File: src/rtl/mem_pkg.sv
// Shared types for the global-memory port arbiter and its neighbours.
package mem_pkg;

    localparam int ADDR_BITS_DEFAULT = 8;
    localparam int DATA_BITS_DEFAULT = 8;

    typedef logic [ADDR_BITS_DEFAULT-1:0] addr_t;
    typedef logic [DATA_BITS_DEFAULT-1:0] data_t;

    typedef enum logic [1:0] {
        IDLE,
        WAIT,
        RESPOND
    } arb_state_t;

endpackage

File: src/rtl/mem_port_arbiter_rr_picker.sv
// Combinational round-robin picker: first requester at or after ptr, wrapping.
module rr_picker #(
    parameter int NUM_CHANNELS = 4,
    localparam int PTR_W = (NUM_CHANNELS > 1) ? $clog2(NUM_CHANNELS) : 1
) (
    input  logic [NUM_CHANNELS-1:0] req,
    input  logic [PTR_W-1:0]        ptr,
    output logic [PTR_W-1:0]        grant,
    output logic                    any
);

    // Walk the channels starting from ptr and keep the first active one.
    always_comb begin
        int idx;
        logic [PTR_W-1:0] sel;
        grant = '0;
        any   = 1'b0;
        idx   = 0;
        sel   = '0;
        for (int k = 0; k < NUM_CHANNELS; k++) begin
            idx = int'(ptr) + k;
            if (idx >= NUM_CHANNELS) begin
                idx = idx - NUM_CHANNELS;
            end
            sel = idx[PTR_W-1:0];
            if (!any && req[sel]) begin
                any   = 1'b1;
                grant = sel;
            end
        end
    end

endmodule

File: src/rtl/mem_port_arbiter.sv
// Round-robin arbiter merging per-channel read/write requests onto one memory port,
// with one outstanding transaction and a watchdog that aborts hung accesses.
module mem_port_arbiter
    import mem_pkg::*;
#(
    parameter int ADDR_BITS      = 8,
    parameter int DATA_BITS      = 8,
    parameter int NUM_CHANNELS   = 4,
    parameter int TIMEOUT_CYCLES = 255,
    localparam int CH_W  = (NUM_CHANNELS > 1) ? $clog2(NUM_CHANNELS) : 1,
    localparam int CNT_W = $clog2(TIMEOUT_CYCLES + 1)
) (
    input  logic                                   clk,
    input  logic                                   reset_n,
    input  logic [NUM_CHANNELS-1:0]                ch_read_valid,
    input  logic [NUM_CHANNELS-1:0][ADDR_BITS-1:0] ch_read_address,
    output logic [NUM_CHANNELS-1:0]                ch_read_ready,
    output logic [NUM_CHANNELS-1:0][DATA_BITS-1:0] ch_read_data,
    input  logic [NUM_CHANNELS-1:0]                ch_write_valid,
    input  logic [NUM_CHANNELS-1:0][ADDR_BITS-1:0] ch_write_address,
    input  logic [NUM_CHANNELS-1:0][DATA_BITS-1:0] ch_write_data,
    output logic [NUM_CHANNELS-1:0]                ch_write_ready,
    output logic                                   mem_read_valid,
    output logic [ADDR_BITS-1:0]                   mem_read_address,
    input  logic                                   mem_read_ready,
    input  logic [DATA_BITS-1:0]                   mem_read_data,
    output logic                                   mem_write_valid,
    output logic [ADDR_BITS-1:0]                   mem_write_address,
    output logic [DATA_BITS-1:0]                   mem_write_data,
    input  logic                                   mem_write_ready,
    output logic                                   timeout_err,
    output logic [CH_W-1:0]                        timeout_channel
);

    arb_state_t state, state_next;

    logic [CH_W-1:0]         rr_ptr, rr_ptr_next;
    logic [NUM_CHANNELS-1:0] mask, mask_next;
    logic [CNT_W-1:0]        counter, counter_next;
    logic [CH_W-1:0]         grant_q, grant_next;
    logic                    is_read, is_read_next;

    logic [NUM_CHANNELS-1:0]                read_ready_next;
    logic [NUM_CHANNELS-1:0]                write_ready_next;
    logic [NUM_CHANNELS-1:0][DATA_BITS-1:0] read_data_next;
    logic                                   mem_read_valid_next;
    logic [ADDR_BITS-1:0]                   mem_read_address_next;
    logic                                   mem_write_valid_next;
    logic [ADDR_BITS-1:0]                   mem_write_address_next;
    logic [DATA_BITS-1:0]                   mem_write_data_next;
    logic                                   timeout_err_next;
    logic [CH_W-1:0]                        timeout_channel_next;

    logic [NUM_CHANNELS-1:0] req;
    logic [CH_W-1:0]         pick_grant;
    logic                    pick_any;
    logic                    done;
    logic                    expired;
    logic [CH_W-1:0]         ptr_after_grant;

    // A channel that just finished is masked so its not-yet-dropped valid is skipped.
    assign req = (ch_read_valid | ch_write_valid) & ~mask;

    rr_picker #(
        .NUM_CHANNELS(NUM_CHANNELS)
    ) u_picker (
        .req  (req),
        .ptr  (rr_ptr),
        .grant(pick_grant),
        .any  (pick_any)
    );

    // Completion of the outstanding access: only the ready of the matching type counts.
    assign done    = is_read ? mem_read_ready : mem_write_ready;
    assign expired = (counter == CNT_W'(TIMEOUT_CYCLES - 1));
    assign ptr_after_grant = (grant_q == CH_W'(NUM_CHANNELS - 1)) ? '0 : grant_q + CH_W'(1);

    // Next-state and next-register values for the IDLE/WAIT/RESPOND sequence.
    always_comb begin
        state_next             = state;
        rr_ptr_next            = rr_ptr;
        mask_next              = mask;
        counter_next           = counter;
        grant_next             = grant_q;
        is_read_next           = is_read;
        read_ready_next        = '0;
        write_ready_next       = '0;
        read_data_next         = ch_read_data;
        mem_read_valid_next    = mem_read_valid;
        mem_read_address_next  = mem_read_address;
        mem_write_valid_next   = mem_write_valid;
        mem_write_address_next = mem_write_address;
        mem_write_data_next    = mem_write_data;
        timeout_err_next       = timeout_err;
        timeout_channel_next   = timeout_channel;

        case (state)
            IDLE: begin
                // Mask always clears here: on a grant, or after one idle cycle for a lone requester.
                mask_next = '0;
                if (pick_any) begin
                    grant_next   = pick_grant;
                    is_read_next = ch_read_valid[pick_grant];
                    counter_next = '0;
                    state_next   = WAIT;
                    if (ch_read_valid[pick_grant]) begin
                        mem_read_valid_next   = 1'b1;
                        mem_read_address_next = ch_read_address[pick_grant];
                    end else begin
                        mem_write_valid_next   = 1'b1;
                        mem_write_address_next = ch_write_address[pick_grant];
                        mem_write_data_next    = ch_write_data[pick_grant];
                    end
                end
            end
            WAIT: begin
                counter_next = counter + CNT_W'(1);
                if (done || expired) begin
                    mem_read_valid_next  = 1'b0;
                    mem_write_valid_next = 1'b0;
                    // Abort also advances the pointer so a hung channel cannot hog the port.
                    rr_ptr_next          = ptr_after_grant;
                    state_next           = RESPOND;
                    if (is_read) begin
                        read_ready_next[grant_q] = 1'b1;
                        read_data_next[grant_q]  = done ? mem_read_data : '0;
                    end else begin
                        write_ready_next[grant_q] = 1'b1;
                    end
                    if (!done) begin
                        timeout_err_next     = 1'b1;
                        timeout_channel_next = grant_q;
                    end
                end
            end
            RESPOND: begin
                mask_next[grant_q] = 1'b1;
                state_next         = IDLE;
            end
            default: begin
                state_next = IDLE;
            end
        endcase
    end

    // State register.
    always_ff @(posedge clk or negedge reset_n) begin
        if (!reset_n) begin
            state <= IDLE;
        end else begin
            state <= state_next;
        end
    end

    // Datapath and output registers; reset drops any in-flight access.
    always_ff @(posedge clk or negedge reset_n) begin
        if (!reset_n) begin
            rr_ptr            <= '0;
            mask              <= '0;
            counter           <= '0;
            grant_q           <= '0;
            is_read           <= 1'b0;
            ch_read_ready     <= '0;
            ch_write_ready    <= '0;
            ch_read_data      <= '0;
            mem_read_valid    <= 1'b0;
            mem_read_address  <= '0;
            mem_write_valid   <= 1'b0;
            mem_write_address <= '0;
            mem_write_data    <= '0;
            timeout_err       <= 1'b0;
            timeout_channel   <= '0;
        end else begin
            rr_ptr            <= rr_ptr_next;
            mask              <= mask_next;
            counter           <= counter_next;
            grant_q           <= grant_next;
            is_read           <= is_read_next;
            ch_read_ready     <= read_ready_next;
            ch_write_ready    <= write_ready_next;
            ch_read_data      <= read_data_next;
            mem_read_valid    <= mem_read_valid_next;
            mem_read_address  <= mem_read_address_next;
            mem_write_valid   <= mem_write_valid_next;
            mem_write_address <= mem_write_address_next;
            mem_write_data    <= mem_write_data_next;
            timeout_err       <= timeout_err_next;
            timeout_channel   <= timeout_channel_next;
        end
    end

endmodule

File: config.mk
export PLATFORM = sky130hd
export DESIGN_NAME = mem_port_arbiter
export DESIGN_NICKNAME = d
export VERILOG_FILES = /design/src/rtl/mem_pkg.sv /design/src/rtl/mem_port_arbiter_rr_picker.sv /design/src/rtl/mem_port_arbiter.sv
export SDC_FILE = /design/constraint.sdc
export NUM_CORES = 1
export LEC_CHECK = 0
export CAP_MARGIN = 20
export CELL_PAD_IN_SITES_DETAIL_PLACEMENT = 1
export CELL_PAD_IN_SITES_GLOBAL_PLACEMENT = 1
export CORE_AREA = 2 2 113 115
export CTS_CLUSTER_DIAMETER = 200
export DETAILED_ROUTE_END_ITERATION = 8
export DIE_AREA = 0 0 115 117
export HOLD_SLACK_MARGIN = 0.15
export PLACE_DENSITY_LB_ADDON = 0.1
export SETUP_SLACK_MARGIN = 0.4
export SLEW_MARGIN = 15
export SYNTH_ARGS = -nofsm -noshare
export SYNTH_HDL_FRONTEND = slang
export SYNTH_SLANG_ARGS = --single-unit
export TNS_END_PERCENT = 10
File: constraint.sdc
create_clock -name clk -period 5.8 [get_ports clk]
set_clock_uncertainty 0.15 [all_clocks]
set_input_delay 0.58 -clock clk [delete_from_list [all_inputs] [get_ports clk]]
set_output_delay 0.58 -clock clk [all_outputs]
set_load 0.005 [all_outputs]
; After elaboration in Yosys (flattened, before gate mapping)
; Cells that the tools add are included.
[word_totals]
latchBits = 0
register_bits = 88
romBits = 0
out_inout_bits = 69
elab_cells = 129
input_bits = 116
mem_bits_rw = 0
memories = 0
[op_classes]
n_bitwise = 6
n_eq_ne = 8
n_mul = 0
add_sub_neg = 9
n_reduce_logical = 21
shifts = 0
div = 0
n_mux = 55
order_cmp = 11
[ops]
columns = cell, count
row1 = $bmux 8 s2, 3
row2 = $mux 8, 6
row3 = $bwmux 32, 1
row4 = $mux 4, 6
row5 = $mux 2, 11
row6 = $lt 2x3->1 const B, 6
row7 = $demux 8 s2, 1
row8 = $mux 1, 16
row9 = $pmux 8 s2, 1
row10 = $reduce_and 3->1, 4
row11 = $bmux 1 s2, 5
row12 = $ge 3x3->1 const B, 3
row13 = $add 8x1->8 const B, 1
row14 = $eq 8x8->1 const B, 1
row15 = $ne 2x2->1 const B, 4
row16 = $or 4x4->4, 2
row17 = $pmux 4 s2, 1
row18 = $reduce_and 2->1, 4
row19 = $reduce_and 4->1, 2
row20 = $sub 2x1->2 const B, 4
row21 = $add 2x2->3 const B, 2
row22 = $and 4x4->4, 1
row23 = $eq 2x2->1 const B, 2
row24 = $logic_and 1x1->1, 4
row25 = 14 further kinds, 19

; Logic depth before layout (Yosys ltp)
[logic_depth]
word_depth = 19
mapped_depth = 10
ltp_nobuf = 9

; By module
; From an unflattened synthesis, not the netlist that was laid out.
[unflattened]
hier_cells = 426
hier_area_um2 = 4745.8
[modules_own_cells]
columns = mod, instances, seq_area_each_um2, area_each_um2, cells_per_inst
row1 = mem_port_arbiter, 1, 2202.1, 4668.2, 411
row2 = rr_picker, 1, 0.0, 77.6, 15

; Least setup slack after synthesis
; Ideal clock, no wire load.
[synth_timing]
kind = input-to-reg
startpoint = in ch_write_valid[0]
endpoint = reg mem_write_address[0]
setup_slack_ps = 3036
stages = 8
setup_ps = 125
arrival_time_ps = 2488
required_time_ps = 5525
path_buffers = 2
cell_sequence = o21ba_1 > a221oi_2 > o21ai_2 > a221oi_2 > o21a_1 > buf_6 > buf_12 > mux2_4
[synth_via]
elab_chain_cells = 18
word_cells_on_any_way = 30
classes_between = mux (20) / bitwise (3) / reduce/logical (7)
[synth_lines]
columns = item, line_no
row1 = "start, declared", mem_port_arbiter.sv:19  ; input logic [NUM_CHANNELS-1:0] ch_write_valid,
row2 = $or 4x4->4 *, mem_port_arbiter.sv:62  ; assign req = (ch_read_valid | ch_write_valid) & ~mask;
row3 = $and 4x4->4 *, mem_port_arbiter.sv:62
row4 = $bmux 1 s2, mem_port_arbiter_rr_picker.sv:26  ; if (!any && req[sel]) begin
row5 = $mux 1 (not written as such), mem_port_arbiter_rr_picker.sv:26
row6 = $mux 1, mem_port_arbiter_rr_picker.sv:26
row7 = $logic_not 1->1, mem_port_arbiter_rr_picker.sv:26
row8 = $logic_and 1x1->1, mem_port_arbiter_rr_picker.sv:26
row9 = $mux 1, mem_port_arbiter_rr_picker.sv:26
row10 = [... 2 more ...], -
row11 = $mux 1, mem_port_arbiter_rr_picker.sv:26
row12 = $logic_not 1->1, mem_port_arbiter_rr_picker.sv:26
row13 = $logic_and 1x1->1, mem_port_arbiter_rr_picker.sv:26
row14 = $mux 2, mem_port_arbiter_rr_picker.sv:26
row15 = $bmux 1 s2, mem_port_arbiter.sv:106  ; if (ch_read_valid[pick_grant]) begin
row16 = $mux 1 (not written as such), mem_port_arbiter.sv:106
row17 = $not 1->1 (no line), -
row18 = $reduce_and 3->1 (no line), -
row19 = "end signal, assigned", mem_port_arbiter.sv:185  ; mem_write_address <= mem_write_address_next;
row20 = "end, declared", mem_port_arbiter.sv:28  ; output logic [ADDR_BITS-1:0] mem_write_address,
; Every way passes the cells marked *; elsewhere a longest branch is shown, timed or not. The select of a mux whose other input is x is not followed.
; A chain may end at the register's enable or synchronous reset.

; Worst setup path after layout
[layout_timing]
startpoint = in ch_read_valid[0]
endpoint = reg mem_write_data[3]
[layout_via]
elab_chain_cells = 18
word_cells_on_any_way = 30
classes_between = mux (20) / bitwise (3) / reduce/logical (7)
[layout_lines]
columns = item, line_no
row1 = "start, declared", mem_port_arbiter.sv:15  ; input logic [NUM_CHANNELS-1:0] ch_read_valid,
row2 = $or 4x4->4, mem_port_arbiter.sv:62
row3 = $and 4x4->4, mem_port_arbiter.sv:62
row4 = $bmux 1 s2, mem_port_arbiter_rr_picker.sv:26
row5 = $mux 1 (not written as such), mem_port_arbiter_rr_picker.sv:26
row6 = $mux 1, mem_port_arbiter_rr_picker.sv:26
row7 = $logic_not 1->1, mem_port_arbiter_rr_picker.sv:26
row8 = $logic_and 1x1->1, mem_port_arbiter_rr_picker.sv:26
row9 = $mux 1, mem_port_arbiter_rr_picker.sv:26
row10 = [... 2 more ...], -
row11 = $mux 1, mem_port_arbiter_rr_picker.sv:26
row12 = $logic_not 1->1, mem_port_arbiter_rr_picker.sv:26
row13 = $logic_and 1x1->1, mem_port_arbiter_rr_picker.sv:26
row14 = $mux 2, mem_port_arbiter_rr_picker.sv:26
row15 = $bmux 1 s2, mem_port_arbiter.sv:106
row16 = $mux 1 (not written as such), mem_port_arbiter.sv:106
row17 = $not 1->1 (no line), -
row18 = $reduce_and 3->1 (no line), -
row19 = "end signal, assigned", mem_port_arbiter.sv:186  ; mem_write_data <= mem_write_data_next;
row20 = "end, declared", mem_port_arbiter.sv:29  ; output logic [DATA_BITS-1:0] mem_write_data,
; Parallel ways exist; a longest one is shown, timed or not. The select of a mux whose other input is x is not followed.

==> run summary <==
Hold crit path type = reg -> reg
Internal power = 2.242 mW
Post-Synth Adder-Cell Area = 0.01803
Clk_lat worst skew = 0.34 ns
Nature of the critical path endpoint = register
Relative slew slack = 0.3547
DRC viols = 0
Slew @ Worst Pin = 0.9680 ns
Psw = 1.071 mW
Netlist cell types = 44
Finished Cell Area = 6510 um^2
CP max FO = 18
GP Congestion = 0.7840
CP Class = in -> reg
Die width = 115 um
Yosys reg bits = 88
Port Buffers = 184
Post-synth EDFFs = 0
Initial antenna violation count = 0
Most frequent cells in the layout = clkdlybuf4s50_1, dfrtp_1, nand2_1
Status = completed
Busiest grt layer = met2
Largest family of logic cells by synthesized area = multiplexers
1st-iter DRT viols = 101
Worst path slowest cell = o21a_1
Die Ht = 117 um
DIE AREA = 13460 um^2
Fillers = 1311
CP Data Required Time = 5.87 ns
WL per Instance = 17.49 um
# clock sinks = 88
Placed cells = 659
Final core occ = 0.5288
Routed Antenna Nets = 0
Register area = 2202 um^2
Total Routing Usage GR = 0.1810
WP data arrival = 3.74 ns
Cts bufs inserted = 9
Endpoints failing setup = 0
H-tree levels = 3
GR met2 Demand/Resource = 0.3212
RSZ-0062 raised after global routing = false
Peak supply drop = 0.4328 mV
Finished Layout Cells = 676
Via density = 4.984
Final-report hold violation count = 0
First-pass GRT wire length = 18.66 mm
Multi-input gate area = 1843 um^2
Syn Area/Cell = 12.47 um^2
Met3 Usage GRT = 0.05510
CTS tree = built
Compound-Gate Fraction of Synth Area = 0.1100
Met1 usage = 0.2070
DP Area = 6167 um^2
FMAX = 272.5 MHz
Top delay family on crit path = compound AO/OA/AOI/OAI gates
Main area contributors after synthesis = dfrtp_1, mux4_2, mux2_2
Area leader, netlist = dfrtp_1
Setup crit start kind = primary input
Sw Share = 0.3232
Reg2Reg Setup Slack = 2.50 ns
Syn nets = 456
Simple-gate share of the synthesized area = 0.09255
Mux contribution to synthesized area = 0.2118
Clk pwr share = 0.192
Total grt overflow = 0
Reg power frac = 0.306
Clock-pin slew on the worst setup and hold paths = 0.06 ns
Final Slew Violations = 0
CP most frequent cell = a221oi_2
Leakage = 2.747 nW
Ant diodes = 0
Worst Path Buf+Inv = 1
Final critical-path share of the clock period = 0.6328
Cells after synthesis = 334
Starting Density = 0.3382
Area delta synth->final = 56.34%
Clk buf depth = 2
Largest net degree at the start of global routing = 64
Register area share after synthesis = 0.5288
Async SR Flop Fraction = 1.000
Vias in the first global route = 3721
Core area = 12310 um^2
Row cnt = 41
Clock tree root driver cell = clkbuf_16
Synth Area in XOR/XNOR = 0.008413
DRT Pass-1 Iters = 4
Gate power share = 0.502
Overall routed net length = 11.83 mm
Detailed-route via count = 3369
Post-route minimum period = 3.670 ns
Pwr/cell area = 508.9 nW/um^2
Final-stage net count = 643
CP max stage delay = 0.83 ns
Max-Cap Viols = 0
Mapped Area = 4164 um^2
Synth warn = 0
Post-synth top area share = 0.5288
Dominant synthesized flop cell = dfrtp_1
I/O pin cnt = 185
DP Wirelength = 9.332 mm
Share of layout cells above drive strength 1 = 0.1464
Setup tns final = 0 ns
Commonest non-fill, non-tap cell in the layout = clkdlybuf4s50_1
Worst-path cell chain = clkdlybuf4s50_1 > o21ba_1 > a221oi_2 > o21ai_4 > a221oi_2 > o21a_1 > mux2_2
## per-layer routing
metal,part of all wire,wire (um),vias to the layer above
met4,0.014,170,0
li1,-,-,1587
met3,0.083,977,14
met2,0.51,6037,136
met1,0.39,4640,1632
met5,0,0,-
## flip-flops by register name (all words and copies together) (netlist names)
name,count
timeout_channel,2
ch_read_data,32
is_read,1
rr_ptr,2
mem_write_valid,1
mem_write_address,8
grant_q,2
mem_read_address,8
mask,4
timeout_err,1
mem_read_valid,1
mem_write_data,8
ch_write_ready,4
counter,8
state,2
ch_read_ready,4
## synth_stat cells (2+ instances only)
library cell,number
a21o_1,2
a21oi_1,6
a221oi_2,3
and2_1,5
buf_4,2
clkbuf_1,7
dfrtp_1,88
ha_1,6
inv_1,11
mux2_2,19
mux2_4,8
mux4_1,2
mux4_2,22
nand2_1,48
nand3_1,7
nand4_1,2
nor2_1,15
nor3_1,2
o21a_1,2
o21ai_0,42
o21bai_1,4
o31ai_1,3
or2_2,2
or3_1,3
xor2_1,4
## cell families (layout without fill, tap and decap cells)
logic type      after synthesis  in the layout
mux                          51             51
xor+xnor                      4              4
fa+ha+maj                     6              6
flops                        88             88
buf+inv                      25            217
simple gates                 88             88
compound gates               72             72
## layout make-up
class,instances,area share
Clock buffer,12,0.03940
Inverter,12,0.006919
Clock inverter,4,0.01172
Multi-Input combinational cell,221,0.2831
Timing Repair Buffer,189,0.2918
Sequential cell,88,0.3383
Tap cell,150,0.02883
## final timing paths
path	start	endpoint	depth (start not counted)
max	ch_read_valid[0]	mem_write_data[3]$_DFFE_PN0P_	7
min	timeout_err$_DFFE_PN0P_	timeout_err$_DFFE_PN0P_	1
max reg2reg	mask[1]$_DFFE_PN0P_	mem_write_data[3]$_DFFE_PN0P_	6
min reg2reg	timeout_err$_DFFE_PN0P_	timeout_err$_DFFE_PN0P_	1
max in group asynchronous	reset_n	counter[2]$_DFFE_PN0P_	3
min in group asynchronous	reset_n	ch_read_ready[0]$_DFF_PN0_	2
## stage by stage
stage,power [mW],worst slack [ns],hold WS (ns)
floorplan,1.977,3.037,0.1344
detailed placement,2.722,1.710,0.3150
CTS,3.376,2.080,0.3297
global placement,2.634,1.614,0.3110
global route,3.559,1.901,0.3527
finish,3.313,2.130,0.3276
## power groups by stage
stage | registers [mW] | clock network [mW] | logic, mW
5_1_grt | 1.05 | 0.677 | 1.83
4_1_cts | 1.02 | 0.653 | 1.70
6_report | 1.01 | 0.635 | 1.66
3_5_place_dp | 1.02 | 0 | 1.70
2_1_floorplan | 1.01 | 0 | 0.965
3_3_place_gp | 1.02 | 0 | 1.62
## repair_timing
action | in CTS | in global routing
buffers inserted | 0 | 0
endpoints found under the hold margin | 25 | 0
hold buffers | 1 | 0
resized for setup | 0 | 0
endpoints found under the setup margin | 0 | 0
(Power assumes the default switching activity.)
